<file path="src/rtl/sram_axi_initiator.sv">
// ---------------------------------------------------------------------------
// sram_axi_initiator
//
// Bridges a simple SRAM-style CPU request port onto a single-beat AXI master.
// Exactly one transaction is in flight at a time; every transfer is a 64-bit,
// length-1 INCR burst.
//
// Ports
//   clk, resetn                      clock (rising edge), async active-low reset
//   cpu_req/cpu_wr/cpu_addr          CPU request: valid, write flag, byte address
//   cpu_wdata/cpu_wstrb              CPU write data and byte enables
//   cpu_addr_ok                      request accepted this cycle (combinational)
//   cpu_data_ok                      one-cycle completion pulse (registered)
//   cpu_rdata/cpu_err                last read data; error of completed transaction
//   ar*/r*                           AXI read address and read data channels
//   aw*/w*/b*                        AXI write address, write data, write response
// ---------------------------------------------------------------------------
module sram_axi_initiator #(
  parameter logic [3:0] AXI_ID = 4'd0
) (
  input  logic        clk,
  input  logic        resetn,

  input  logic        cpu_req,
  input  logic        cpu_wr,
  input  logic [31:0] cpu_addr,
  input  logic [63:0] cpu_wdata,
  input  logic [7:0]  cpu_wstrb,
  output logic        cpu_addr_ok,
  output logic        cpu_data_ok,
  output logic [63:0] cpu_rdata,
  output logic        cpu_err,

  output logic [3:0]  arid,
  output logic [31:0] araddr,
  output logic [7:0]  arlen,
  output logic [2:0]  arsize,
  output logic [1:0]  arburst,
  output logic        arvalid,
  input  logic        arready,

  input  logic [63:0] rdata,
  input  logic [1:0]  rresp,
  input  logic        rlast,
  input  logic        rvalid,
  output logic        rready,

  output logic [3:0]  awid,
  output logic [31:0] awaddr,
  output logic [7:0]  awlen,
  output logic [2:0]  awsize,
  output logic [1:0]  awburst,
  output logic        awvalid,
  input  logic        awready,

  output logic [63:0] wdata,
  output logic [7:0]  wstrb,
  output logic        wlast,
  output logic        wvalid,
  input  logic        wready,

  input  logic [1:0]  bresp,
  input  logic        bvalid,
  output logic        bready
);

  localparam logic [2:0] IDLE    = 3'd0;
  localparam logic [2:0] RD_ADDR = 3'd1;
  localparam logic [2:0] RD_DATA = 3'd2;
  localparam logic [2:0] WR_REQ  = 3'd3;
  localparam logic [2:0] WR_RESP = 3'd4;

  logic [2:0]  state;
  logic [2:0]  next_state;

  logic [31:0] addr_q;
  logic [63:0] wdata_q;
  logic [7:0]  wstrb_q;

  // Each write channel keeps its own pending flag so AW and W can complete
  // in either order, or together, and drop valid right after their own beat.
  logic        aw_pend;
  logic        w_pend;

  logic        aw_ok;
  logic        w_ok;
  logic        rd_done;
  logic        wr_done;

  // Single-beat transfers: rlast carries no information, and only bresp[1]
  // (SLVERR/DECERR) is treated as an error.
  logic        unused_ok;
  assign unused_ok = &{1'b0, rlast, bresp[0]};

  assign cpu_addr_ok = cpu_req && (state == IDLE);

  assign aw_ok   = !aw_pend || awready;
  assign w_ok    = !w_pend  || wready;
  assign rd_done = (state == RD_DATA) && rvalid;
  assign wr_done = (state == WR_RESP) && bvalid;

  // Fixed AXI attributes: one 8-byte INCR beat per transaction.
  assign arid    = AXI_ID;
  assign arlen   = 8'd0;
  assign arsize  = 3'b011;
  assign arburst = 2'b01;
  assign awid    = AXI_ID;
  assign awlen   = 8'd0;
  assign awsize  = 3'b011;
  assign awburst = 2'b01;

  // Payloads come straight from the request latches, which only load in
  // IDLE, so they cannot move while any valid is high.
  assign araddr  = addr_q;
  assign awaddr  = addr_q;
  assign wdata   = wdata_q;
  assign wstrb   = wstrb_q;

  // Valid/ready are decoded from flops that reset asynchronously, so they
  // fall to 0 the moment resetn asserts.
  assign arvalid = (state == RD_ADDR);
  assign rready  = (state == RD_DATA);
  assign awvalid = aw_pend;
  assign wvalid  = w_pend;
  assign wlast   = w_pend;
  assign bready  = (state == WR_RESP);

  always_comb begin
    // NOTE: next_state gets a default before the case so no path leaves it
    // unassigned; otherwise synthesis infers a latch.
    next_state = state;
    case (state)
      IDLE:    if (cpu_req) next_state = cpu_wr ? WR_REQ : RD_ADDR;
      RD_ADDR: if (arready) next_state = RD_DATA;
      RD_DATA: if (rvalid)  next_state = IDLE;
      WR_REQ:  if (aw_ok && w_ok) next_state = WR_RESP;
      WR_RESP: if (bvalid)  next_state = IDLE;
      default: next_state = IDLE;
    endcase
  end

  // NOTE: every flop uses non-blocking assignment so all registers update
  // from the same pre-edge values regardless of statement order.
  always_ff @(posedge clk or negedge resetn) begin
    if (!resetn) begin
      state   <= IDLE;
      addr_q  <= '0;
      wdata_q <= '0;
      wstrb_q <= '0;
      aw_pend <= 1'b0;
      w_pend  <= 1'b0;
    end else begin
      state <= next_state;

      if (cpu_addr_ok) begin
        addr_q  <= cpu_addr;
        wdata_q <= cpu_wdata;
        wstrb_q <= cpu_wstrb;
      end

      if (cpu_addr_ok && cpu_wr) begin
        aw_pend <= 1'b1;
        w_pend  <= 1'b1;
      end else begin
        if (aw_pend && awready) aw_pend <= 1'b0;
        if (w_pend && wready)   w_pend  <= 1'b0;
      end
    end
  end

  // Completion: cpu_data_ok fires the cycle after the R or B handshake, at
  // which point the FSM is already back in IDLE and can accept again.
  always_ff @(posedge clk or negedge resetn) begin
    if (!resetn) begin
      cpu_data_ok <= 1'b0;
      cpu_err     <= 1'b0;
      cpu_rdata   <= '0;
    end else begin
      cpu_data_ok <= rd_done || wr_done;
      if (rd_done) begin
        cpu_rdata <= rdata;
        cpu_err   <= (rresp != 2'b00);
      end else if (wr_done) begin
        cpu_err   <= bresp[1];
      end
    end
  end

endmodule

</file>
<file path="config.mk">
export PLATFORM = sky130hd
export DESIGN_NAME = sram_axi_initiator
export DESIGN_NICKNAME = d
export VERILOG_FILES = /design/src/rtl/sram_axi_initiator.sv
export SDC_FILE = /design/constraint.sdc
export NUM_CORES = 1
export LEC_CHECK = 0
export BUFFER_PORTS_ARGS = -buffer_cell sky130_fd_sc_hd__clkbuf_2
export CORE_AREA = 2 2 165 167
export DETAILED_ROUTE_END_ITERATION = 6
export DIE_AREA = 0 0 167 169
export PLACE_DENSITY = 0.62
export SLEW_MARGIN = 20
export SYNTH_ARGS = -nofsm -noshare
export SYNTH_HDL_FRONTEND = slang
export SYNTH_SLANG_ARGS = --single-unit
export TNS_END_PERCENT = 50
</file>
<file path="constraint.sdc">
create_clock -name clk -period 3.2 [get_ports clk]
set_clock_uncertainty 0.1 [all_clocks]
set_input_delay 0.64 -clock clk [delete_from_list [all_inputs] [get_ports clk]]
set_output_delay 0.64 -clock clk [all_outputs]
set_load 0.02 [all_outputs]
</file>
---- Word level (Yosys, flattened, before mapping) ----
Index checks and enable logic that the tools add are counted.
cells by class
  bitwise gates (word level) .............. 0
  shift operators ......................... 0
  div/mod/pow operators ................... 0
  $lt $le $gt $ge ......................... 0
  reduce and logical (&&, ||, !) cells .... 18
  multiplexer cells ....................... 13
  add/subtract/negate cells ............... 0
  multiply operators ...................... 0
  equality and inequality tests ........... 9
operators by type and width
  kind                                                 number
  2-to-1 mux 3 bit                                     5
  case mux 3 bit (5 select lines)                      1
  != test 2 bit, second input constant                 4
  nonzero test 2 bit                                   4
  logical AND 1 bit                                    7
  equality test 3 x 2 -> 1 bit, second input constant  2
  2-to-1 mux 1 bit                                     6
  AND reduction 5 bit                                  1
  equality test 3 x 1 -> 1 bit, second input constant  1
  equality test 3 bit, second input constant           1
  zero test 3 bit                                      1
  logical OR 1 bit                                     3
  zero test 1 bit                                      2
  2-to-1 mux 2 bit                                     1
  != test 2 x 1 -> 1 bit, second input constant        1
word-level totals
  memories ................................ 0
  flip-flop bits (word level) ............. 175
  memory bits (read-only) ................. 0
  bits in latches ......................... 0
  output and inout port bits .............. 243
  RAM bits ................................ 0
  input port bits ......................... 182

---- Logic depth before layout (Yosys ltp) ----
Gate-level depths: netlist of the first run.
  word-level depth ........................ 5
  mapped depth ............................ 5
  gate-level depth less buffers ........... 3

---- Worst setup path before layout of the first run ----
No wires, ideal clock.
  kind .................................... input to output
  start point ............................. in cpu_req
  end point ............................... out cpu_addr_ok
  data arrival time ....................... 1.161 ns
  cell stages on the path ................. 3
  required time ........................... 2.460 ns
  slack ................................... 1.299 ns
  cells stage by stage .................... nor4b_2 > buf_4 > buf_4
on the way
  word-level cells in the longest chain between the ends .. 1
ends and longest elaborated chain
  what               line  source
  from (decl)        24    input logic cpu_req,
  logical AND 1 bit  95    assign cpu_addr_ok = cpu_req && (state == IDLE);
  to (decl)          29    output logic cpu_addr_ok,
Every way passes these cells.

---- Worst setup path in the final report of the first run ----
  start point ............................. reg state[2]
  end point ............................... out cpu_addr_ok
on the way
  word-level cells in the longest chain between the ends .. 2
ends and longest elaborated chain
  what                    line  source
  from (decl)             73    logic [2:0] state;
  from (signal assigned)  153   state <= next_state;
  zero test 3 bit         95
  logical AND 1 bit       95
Every way passes these cells.

==> results.sh, run 1 <==
export IMPL_synth_compound_area_share_pct=0.678
export IMPL_core_um2=26500
export IMPL_grt_first_pass_wirelength_um=26900
export IMPL_drc=0
export IMPL_ir_drop_v=0.000466
export IMPL_start_util_pct=27.1
export IMPL_cts_sink_count=175
export IMPL_track_usage_pct=12.0
export IMPL_syn_inst=463
export IMPL_drt_iter0_drc=194
export IMPL_cp_start_kind="register"
export IMPL_wl_per_cell_um=14.4
export IMPL_dp_hpwl_um=13000
export IMPL_syn2layout_area_growth_pct=35.4
export IMPL_synth_top_area_share_pct=60.9
export IMPL_yosysMostFrequentCell="dfrtp_1"
export IMPL_critPathRequiredTime_ns=2.46
export IMPL_async_flop_share_pct=100
export IMPL_io_pins=425
export IMPL_ctsResizeCount=0
export IMPL_clock_latency_ns=0.42
export IMPL_synth_warnings=0
export IMPL_p_leak_uw=0.00492
export IMPL_htree_num_levels=4
export IMPL_fillers=2624
export IMPL_end_kind="primary output"
export IMPL_global_route_peak_usage_layer="met2"
export IMPL_path_class="register to primary output"
export IMPL_yosys_cell_types_count=28
export IMPL_antenna_found_initial=0
export IMPL_final_cell_area_um2=9740
export IMPL_worst_pin_slew_ns=0.549
export IMPL_p_per_area_nw_per_um2=1160
export IMPL_fp_dieH_um=169
export IMPL_grt_use_met1_pct=15.1
export IMPL_grt_use_met3_pct=3.39
export IMPL_critPathMaxStageDelay_ns=0.58
export IMPL_critical_path_cell_chain="nor4b_4 -> clkbuf_2"
export IMPL_first_pass_iters=4
export IMPL_fmax_mhz=403
export IMPL_crit_fanout=8
export IMPL_synthXorXnorAreaFrac_pct=0
export IMPL_ys_seq_area_share_pct=60.9
export IMPL_vias=4766
export IMPL_synth_edff_count=0
export IMPL_vias_per_cell=4.04
export IMPL_fin_tns_setup_ns=0
export IMPL_io_buffers=388
export IMPL_synth_top_family_by_area="multiplexers"
export IMPL_slew_violations=0
export IMPL_synth_area_um2=7190
export IMPL_cts_root_buf="clkbuf_16"
export IMPL_hold_path_class="primary input to register"
export IMPL_synth_top_cells_by_area="dfrtp_1, mux2_2, buf_4, mux2_1, buf_6"
export IMPL_clk_pin_slew_ns=0.07
export IMPL_synth_adder_area_share_pct=0
export IMPL_cts_max_path_buffers=2
export IMPL_crit_buf_inv=1
export IMPL_detailedPlace_worstSlack_ns=0.800
export IMPL_cp_slowest_cell="nor4b_4"
export IMPL_avgSynthCellArea_um2=15.5
export IMPL_yosys_area_top_type="dfrtp_1"
export IMPL_hold_viol=0
export IMPL_grt_max_degree=91
export IMPL_synth_commonest_cells="dfrtp_1, mux2_2, buf_4"
export IMPL_synthMuxAreaShare_pct=26.9
export IMPL_die_area_um2=28200
export IMPL_wirelength_um=17100
export IMPL_cts_tree="yes"
export IMPL_place_area_um2=9150
export IMPL_numCtsBuffers=17
export IMPL_period_needed_ns=2.48
export IMPL_grt_overflow=0
export IMPL_hold_ws_ns=0.332
export IMPL_grt_pass1_vias=4923
export IMPL_finalCritPeriodShare_pct=77.5
export IMPL_finalSetupViolCount=0
export IMPL_worstPathArrival_ns=1.74
export IMPL_rsz0062_at_grt="false"
export IMPL_maxCapViolCount=0
export IMPL_gp_congestion=0.741
export IMPL_die_w_um=167
export IMPL_critPathTopFamily="simple AND/OR/NAND/NOR gates"
export IMPL_gr_usage_met2_pct=19.9
export IMPL_placementRows=60
export IMPL_ys_ff_latch=175
export IMPL_synthSimpleGateAreaFrac_pct=1.60
export IMPL_antenna_left=0
export IMPL_fin_ws_ns=0.719
export IMPL_ys_flop_type="dfrtp_1"
export IMPL_antenna_cells=0
export IMPL_run_status="complete, no violations"
export IMPL_drive_above_1_share_pct=67.7
export IMPL_nets=1009
export IMPL_slew_headroom_pct=63.2
flip-flops by register name (all words and copies together), names as in the netlist:
signal       flops
araddr          32
awvalid          1
cpu_data_ok      1
cpu_err          1
cpu_rdata       64
state            3
wdata           64
wlast            1
wstrb            8
kinds of logic after synthesis:
family,count (synthesis)
flops,175
mux,170
buf+inv,91
simple gates,18
compound gates,7
other cells,2
final cells by class:
cell class	instances	area, µm²	share of cell area, %
Sequential cell	175	4380	44.9
Multi-Input combinational cell	229	2230	22.9
Timing Repair Buffer	400	2100	21.6
Clock buffer	20	437	4.48
Tap cell	341	427	4.38
Clock inverter	12	150	1.54
Inverter	4	15.0	0.154
per-layer routing:
metal	up-vias	wire (µm)
li1	2220	-
met1	2334	7040
met2	199	8630
met3	13	1170
met4	0	223
met5	-	0
metrics by stage:
step	instances	util, %	power (µW)
3_3_place_gp	1148	34.5	9200
4_1_cts	1181	36.8	11500
3_5_place_dp	1148	34.5	9300
6_report	1181	36.8	11300
5_1_grt	1181	36.8	12000
2_1_floorplan	495	-	7700
cell usage in the layout (no fill, tap or decap), types with 3 or more instances in the layout:
| master | count |
|---|---|
| clkbuf_1 | 3 |
| nand2_1 | 4 |
| dfrtp_1 | 175 |
| buf_4 | 6 |
| buf_12 | 5 |
| inv_1 | 4 |
| nand2b_1 | 3 |
| mux2_1 | 30 |
| conb_1 | 34 |
| mux2_2 | 134 |
| clkbuf_2 | 387 |
| clkbuf_16 | 17 |
| mux2_4 | 5 |
| inv_6 | 4 |
power by group:
part / switching [µW] / total, µW / internal [µW]
sequential: 660 / 4010 / 3350
clock: 935 / 2110 / 1180
combinational: 3020 / 5150 / 2140
total: 4610 / 11300 / 6660
timing repair:
item / in CTS / in global routing
endpoints found under the hold margin: 3 / 0
setup buffers: 0 / 0
hold buffers: 1 / 0
path summary, 6_finish.rpt:
path / from / to / slack (ns) / cells after the start
setup / recovery: state[2] / cpu_addr_ok / 0.72 / 2
hold / removal: cpu_wdata[54] / wdata[54] / 0.33 / 2
setup reg to reg: state[2] / araddr[4] / 1.05 / 4
hold reg to reg: wdata[42] / wdata[42] / 0.38 / 1
max in group asynchronous: resetn / wdata[30] / 1.83 / 3
min in group asynchronous: resetn / araddr[3] / 0.48 / 2
Power figures use the tool's default switching activity.
==> inputs of run 2 (changes only) <==
ABC_AREA = 1   (was not set)
CORE_AREA = 2 2 166 168   (was 2 2 165 167)
DIE_AREA = 0 0 168 170   (was 0 0 167 169)
PLACE_DENSITY = 0.64   (was 0.62)
clock period = 2 ns   (was 3.2 ns; I/O delays follow)
==> results.sh, run 2 <==
export IMPL_run_status="complete, no violations"
export IMPL_worst_pin_slew_ns=0.663
export IMPL_maxCapViolCount=0
export IMPL_final_cell_mix="nand2_1, clkbuf_2, dfrtp_1"
export IMPL_cts_root_buf="clkbuf_16"
export IMPL_critical_path_cell_chain="buf_4 -> nor2_1 -> nand2_1 -> inv_1 -> clkbuf_2"
export IMPL_io_pins=425
export IMPL_antenna_left=0
export IMPL_synth_adder_area_share_pct=0
export IMPL_cts_tree="yes"
export IMPL_fp_dieH_um=170
export IMPL_hold_viol=0
export IMPL_synth_edff_count=0
export IMPL_synth_top_area_share_pct=61.0
export IMPL_detailedPlace_worstSlack_ns=0.168
export IMPL_synthSimpleGateAreaFrac_pct=28.6
export IMPL_yosys_cell_types_count=13
export IMPL_worstPathArrival_ns=1.42
export IMPL_grt_first_pass_wirelength_um=32100
export IMPL_synth_warnings=0
export IMPL_fmax_mhz=520
export IMPL_p_total_uw=17700
export IMPL_wirelength_um=20800
export IMPL_crit_fanout=3
export IMPL_io_buffers=388
export IMPL_start_util_pct=26.9
export IMPL_core_um2=26700
export IMPL_swShare_pct=45.0
export IMPL_die_area_um2=28600
export IMPL_ys_flop_type="dfrtp_1"
export IMPL_fin_ws_ns=0.0759
export IMPL_synthMuxAreaShare_pct=0
export IMPL_ys_ff_latch=175
export IMPL_p_seq_share_pct=34.9
export IMPL_crit_buf_inv=3
export IMPL_synthXorXnorAreaFrac_pct=0
export IMPL_slew_violations=0
export IMPL_cp_start_kind="register"
export IMPL_track_usage_pct=14.3
export IMPL_path_class="register to primary output"
export IMPL_critPathRequiredTime_ns=1.50
export IMPL_slew_headroom_pct=55.8
export IMPL_gp_congestion=0.787
export IMPL_htree_num_levels=4
export IMPL_wl_per_cell_um=13.4
export IMPL_syn2layout_area_growth_pct=38.1
export IMPL_final_common_cell="nand2_1"
export IMPL_antenna_found_initial=2
export IMPL_critPathTopFamily="flip-flops"
export IMPL_clk_pin_slew_ns=0.08
export IMPL_vias=6330
export IMPL_placementRows=60
export IMPL_clkPwrFrac_pct=19.7
export IMPL_async_flop_share_pct=100
export IMPL_fin_tns_setup_ns=0
export IMPL_finalCritPeriodShare_pct=96.2
export IMPL_combPwrFrac_pct=45.3
export IMPL_cts_sink_count=175
export IMPL_cts_max_path_buffers=2
export IMPL_syn_inst=840
export IMPL_vias_per_cell=4.08
export IMPL_critPathMaxStageDelay_ns=0.39
export IMPL_dp_hpwl_um=15400
export IMPL_period_needed_ns=1.92
export IMPL_p_per_area_nw_per_um2=1790
export IMPL_p_leak_uw=0.00601
export IMPL_end_kind="primary output"
export IMPL_cp_slowest_cell="dfrtp_1"
export IMPL_die_w_um=168
export IMPL_p_int_uw=9750
export IMPL_grt_max_degree=103
export IMPL_synth_top_family_by_area="simple AND/OR/NAND/NOR gates"
export IMPL_rrSetupSlack_ns=0.17
export IMPL_p_sw_uw=7970
export IMPL_drive_above_1_share_pct=36.9
export IMPL_drt_iter0_drc=308
export IMPL_drc=0
export IMPL_ir_drop_v=0.000734
export IMPL_synth_area_um2=7180
export IMPL_first_pass_iters=4
export IMPL_nets=1379
export IMPL_finalSetupViolCount=0
export IMPL_hold_path_class="primary input to register"
export IMPL_numCtsBuffers=17
export IMPL_synth_compound_area_share_pct=0.244
export IMPL_rsz0062_at_grt="true"
export IMPL_grt_pass1_vias=5994
export IMPL_grt_overflow=0
export IMPL_synth_top_cells_by_area="dfrtp_1, nand2_1, buf_4, buf_2, clkbuf_1"
export IMPL_synth_commonest_cells="nand2_1, dfrtp_1, buf_4"
export IMPL_ys_seq_area_share_pct=61.0
export IMPL_clock_latency_ns=0.41
export IMPL_avgSynthCellArea_um2=8.55
export IMPL_yosysMostFrequentCell="nand2_1"
export IMPL_yosys_area_top_type="dfrtp_1"
## run 2: routing by layer
layer	vias up	share of wire [%]	track usage (%)
met1	2955	43	18.2
met4	0	1.1	3.78
met5	-	0	0
met2	233	49	23.8
li1	3127	-	-
met3	15	6.9	4.19
## run 2: tightest hold or removal path, cell delays in order
cell and delay (ns):
clkbuf_2 0.07, nand2_1 0.04, nand2_1 0.04
## run 2: metrics by stage
stage	area (µm²)	instances	hold WS (ns)	util (%)
CTS	9900	1550	0.0423	37.2
detailed placement	9230	1513	0.230	34.6
finish	9920	1551	0.0693	37.2
global placement	9230	1513	0.230	34.6
floorplan	7300	872	0.00441	-
global route	9910	1550	0.0534	37.2
## run 2: cell families after synthesis
kind of cell | Yosys count
DFF | 175
and+or+nand+nor | 541
other | 2
buffers and inverters | 119
AOI/OAI and AO/OA | 3
## run 2: final timing paths
kind                                       to  cells past startpoint      start
worst max-delay path                   bready                      5   state[1]
min in group asynchronous           wdata[36]                      2     resetn
max in group asynchronous       cpu_rdata[40]                      3     resetn
worst max register to register      wdata[47]                      8   state[1]
worst min-delay path            cpu_rdata[56]                      3  rdata[56]
worst min register to register       wstrb[4]                      2   wstrb[4]
## run 2: cell type report
cell class | instances | area, µm²
Tap cell | 341 | 427
Clock inverter | 13 | 180
Sequential cell | 175 | 4380
Clock buffer | 18 | 429
Antenna cell | 1 | 2.50
Fill cell | 2775 | 16700
Timing Repair Buffer | 409 | 2220
Multi-Input combinational cell | 578 | 2220
Inverter | 16 | 61.3
## run 2: what timing repair did
| action | 4_1_cts | 5_1_grt |
|---|---|---|
| hold buffers | 1 | 0 |
| setup endpoints to repair | 1 | 4 |
| pin swaps | 1 | 1 |
| gates resized for setup | 4 | 4 |
| hold endpoints to repair | 30 | 0 |
| buffers inserted | 5 | 0 |
## run 2: power groups by stage
stage,Sequential [µW],Combinational (µW),Clock (µW)
after floorplan,8140,3340,0
after global placement,6200,7940,0
after detailed placement,6230,8060,0
after CTS,6200,8140,3610
after global routing,6410,8830,3760
final,6190,8030,3500
==> inputs of run 3 (changes only) <==
PLACE_DENSITY = 0.59   (was 0.64)
==> results.sh, run 3 (synthesized netlist as in run 2, its figures left out) <==
export IMPL_dp_hpwl_um=15300
export IMPL_vias=6297
export IMPL_die_area_um2=28600
export IMPL_grt_pass1_vias=5963
export IMPL_fin_ws_ns=0.0622
export IMPL_drc=0
export IMPL_worstHoldPathCells=3
export IMPL_gp_congestion=0.789
export IMPL_dp_cells=1518
export IMPL_min_from="rdata[23]"
export IMPL_hold_path_class="primary input to register"
export IMPL_wirelength_um=20800
export IMPL_cts_tree="yes"
export IMPL_fp_dieH_um=170
export IMPL_fmax_mhz=516
export IMPL_grt_overflow=0
export IMPL_antenna_cells=0
export IMPL_cp_start_kind="register"
export IMPL_io_pins=425
export IMPL_ir_drop_v=0.000769
export IMPL_worst_pin_slew_ns=0.667
export IMPL_rsz0062_at_grt="true"
export IMPL_rrSetupSlack_ns=0.29
export IMPL_stdcell_count=1554
export IMPL_antenna_found_initial=0
export IMPL_first_pass_iters=4
export IMPL_maxCapViolCount=0
export IMPL_numCtsBuffers=17
export IMPL_hold_viol=0
export IMPL_syn2layout_area_growth_pct=37.8
export IMPL_antenna_left=0
export IMPL_period_needed_ns=1.94
export IMPL_io_buffers=388
export IMPL_die_w_um=168
export IMPL_reg2reg_to="wstrb[6]"
export IMPL_vias_per_cell=4.05
export IMPL_grt_first_pass_wirelength_um=32100
export IMPL_run_status="complete, no violations"
export IMPL_final_cell_mix="nand2_1, clkbuf_2, dfrtp_1"
export IMPL_finalCritPeriodShare_pct=96.9
export IMPL_cts_sink_count=175
export IMPL_hold_end="cpu_rdata[23]"
export IMPL_place_area_um2=9270
export IMPL_drive_above_1_share_pct=37.4
export IMPL_worstRegToRegCells=9
export IMPL_worstPathArrival_ns=1.44
export IMPL_path_class="register to primary output"
export IMPL_p_per_area_nw_per_um2=1760
export IMPL_finalSetupViolCount=0
export IMPL_rr_startpoint="state[1]"
export IMPL_grt_max_degree=69
export IMPL_detailedPlace_worstSlack_ns=0.278
export IMPL_cts_max_path_buffers=2
export IMPL_drt_iter0_drc=397
export IMPL_cts_root_buf="clkbuf_16"
export IMPL_start_util_pct=26.9
export IMPL_crit_fanout=3
export IMPL_core_um2=26700
export IMPL_slew_headroom_pct=55.6
export IMPL_critPathRequiredTime_ns=1.50
export IMPL_wl_per_cell_um=13.4
export IMPL_end_kind="primary output"
export IMPL_slew_violations=0
export IMPL_p_leak_uw=0.00600
export IMPL_placementRows=60
export IMPL_clk_pin_slew_ns=0.08
export IMPL_final_cell_area_um2=9900
export IMPL_clock_latency_ns=0.41
export IMPL_hold_ws_ns=0.0646
export IMPL_final_common_cell="nand2_1"
export IMPL_track_usage_pct=14.2
export IMPL_nets=1382
export IMPL_htree_num_levels=4
## run 3: how the worst max path moves through the flow
stage                  start       endpoint  slack, ns  cells after the start
finish              state[1]    cpu_addr_ok       0.06                      5
CTS                 state[1]    cpu_addr_ok      -0.02                      5
floorplan           state[2]    cpu_addr_ok       0.30                      4
global placement     cpu_req      wdata[46]       0.33                      7
detailed placement  state[0]  cpu_rdata[63]       0.28                      5
global route        state[1]    cpu_addr_ok      -0.02                      5
## run 3: report_power, final
| part | internal (µW) | switching, µW | total (µW) |
|---|---|---|---|
| clock | 1660 | 1610 | 3270 |
| combinational | 2510 | 5410 | 7930 |
| sequential | 5200 | 1020 | 6220 |
| total | 9370 | 8050 | 17400 |
## run 3: through the flow
| step | setup TNS, ns | utilization (%) | total power, µW |
|---|---|---|---|
| 3_5_place_dp | 0 | 34.8 | 14300 |
| 4_1_cts | -0.0226 | 37.0 | 17600 |
| 3_3_place_gp | 0 | 34.8 | 14100 |
| 2_1_floorplan | 0 | - | 11500 |
| 5_1_grt | -0.0214 | 37.1 | 18700 |
| 6_report | 0 | 37.1 | 17400 |
## run 3: final cells by class
| type | instances | area (µm²) |
|---|---|---|
| clock buffers | 17 | 425 |
| clock inverters | 15 | 143 |
| fillers | 2817 | 16800 |
| inverters | 16 | 61.3 |
| multi-input cells | 578 | 2220 |
| flip-flops and latches | 175 | 4380 |
| well taps | 341 | 427 |
| repair buffers | 412 | 2240 |
## run 3: worst max-delay path: stages (launching register included)
cell	delay (ns)
dfrtp_1	0.41
inv_2	0.10
nand2_4	0.07
nor3_4	0.18
buf_6	0.13
buf_6	0.12
## run 3: per-layer routing
| metal | global-route usage, % | up-vias | part of all wire (%) |
|---|---|---|---|
| met3 | 3.84 | 6 | 6.4 |
| met1 | 18.2 | 2928 | 43 |
| met2 | 24.3 | 232 | 50 |
| li1 | - | 3131 | - |
| met4 | 2.84 | 0 | 0.66 |
| met5 | 0 | - | 0 |
## run 3: timing repair
action	4_1_cts	5_1_grt
gates cloned	0	0
pin swaps	0	1
gates resized for setup	3	7
hold endpoints to repair	39	0
setup endpoints to repair	2	4
buffers inserted	2	1
hold buffers	1	0
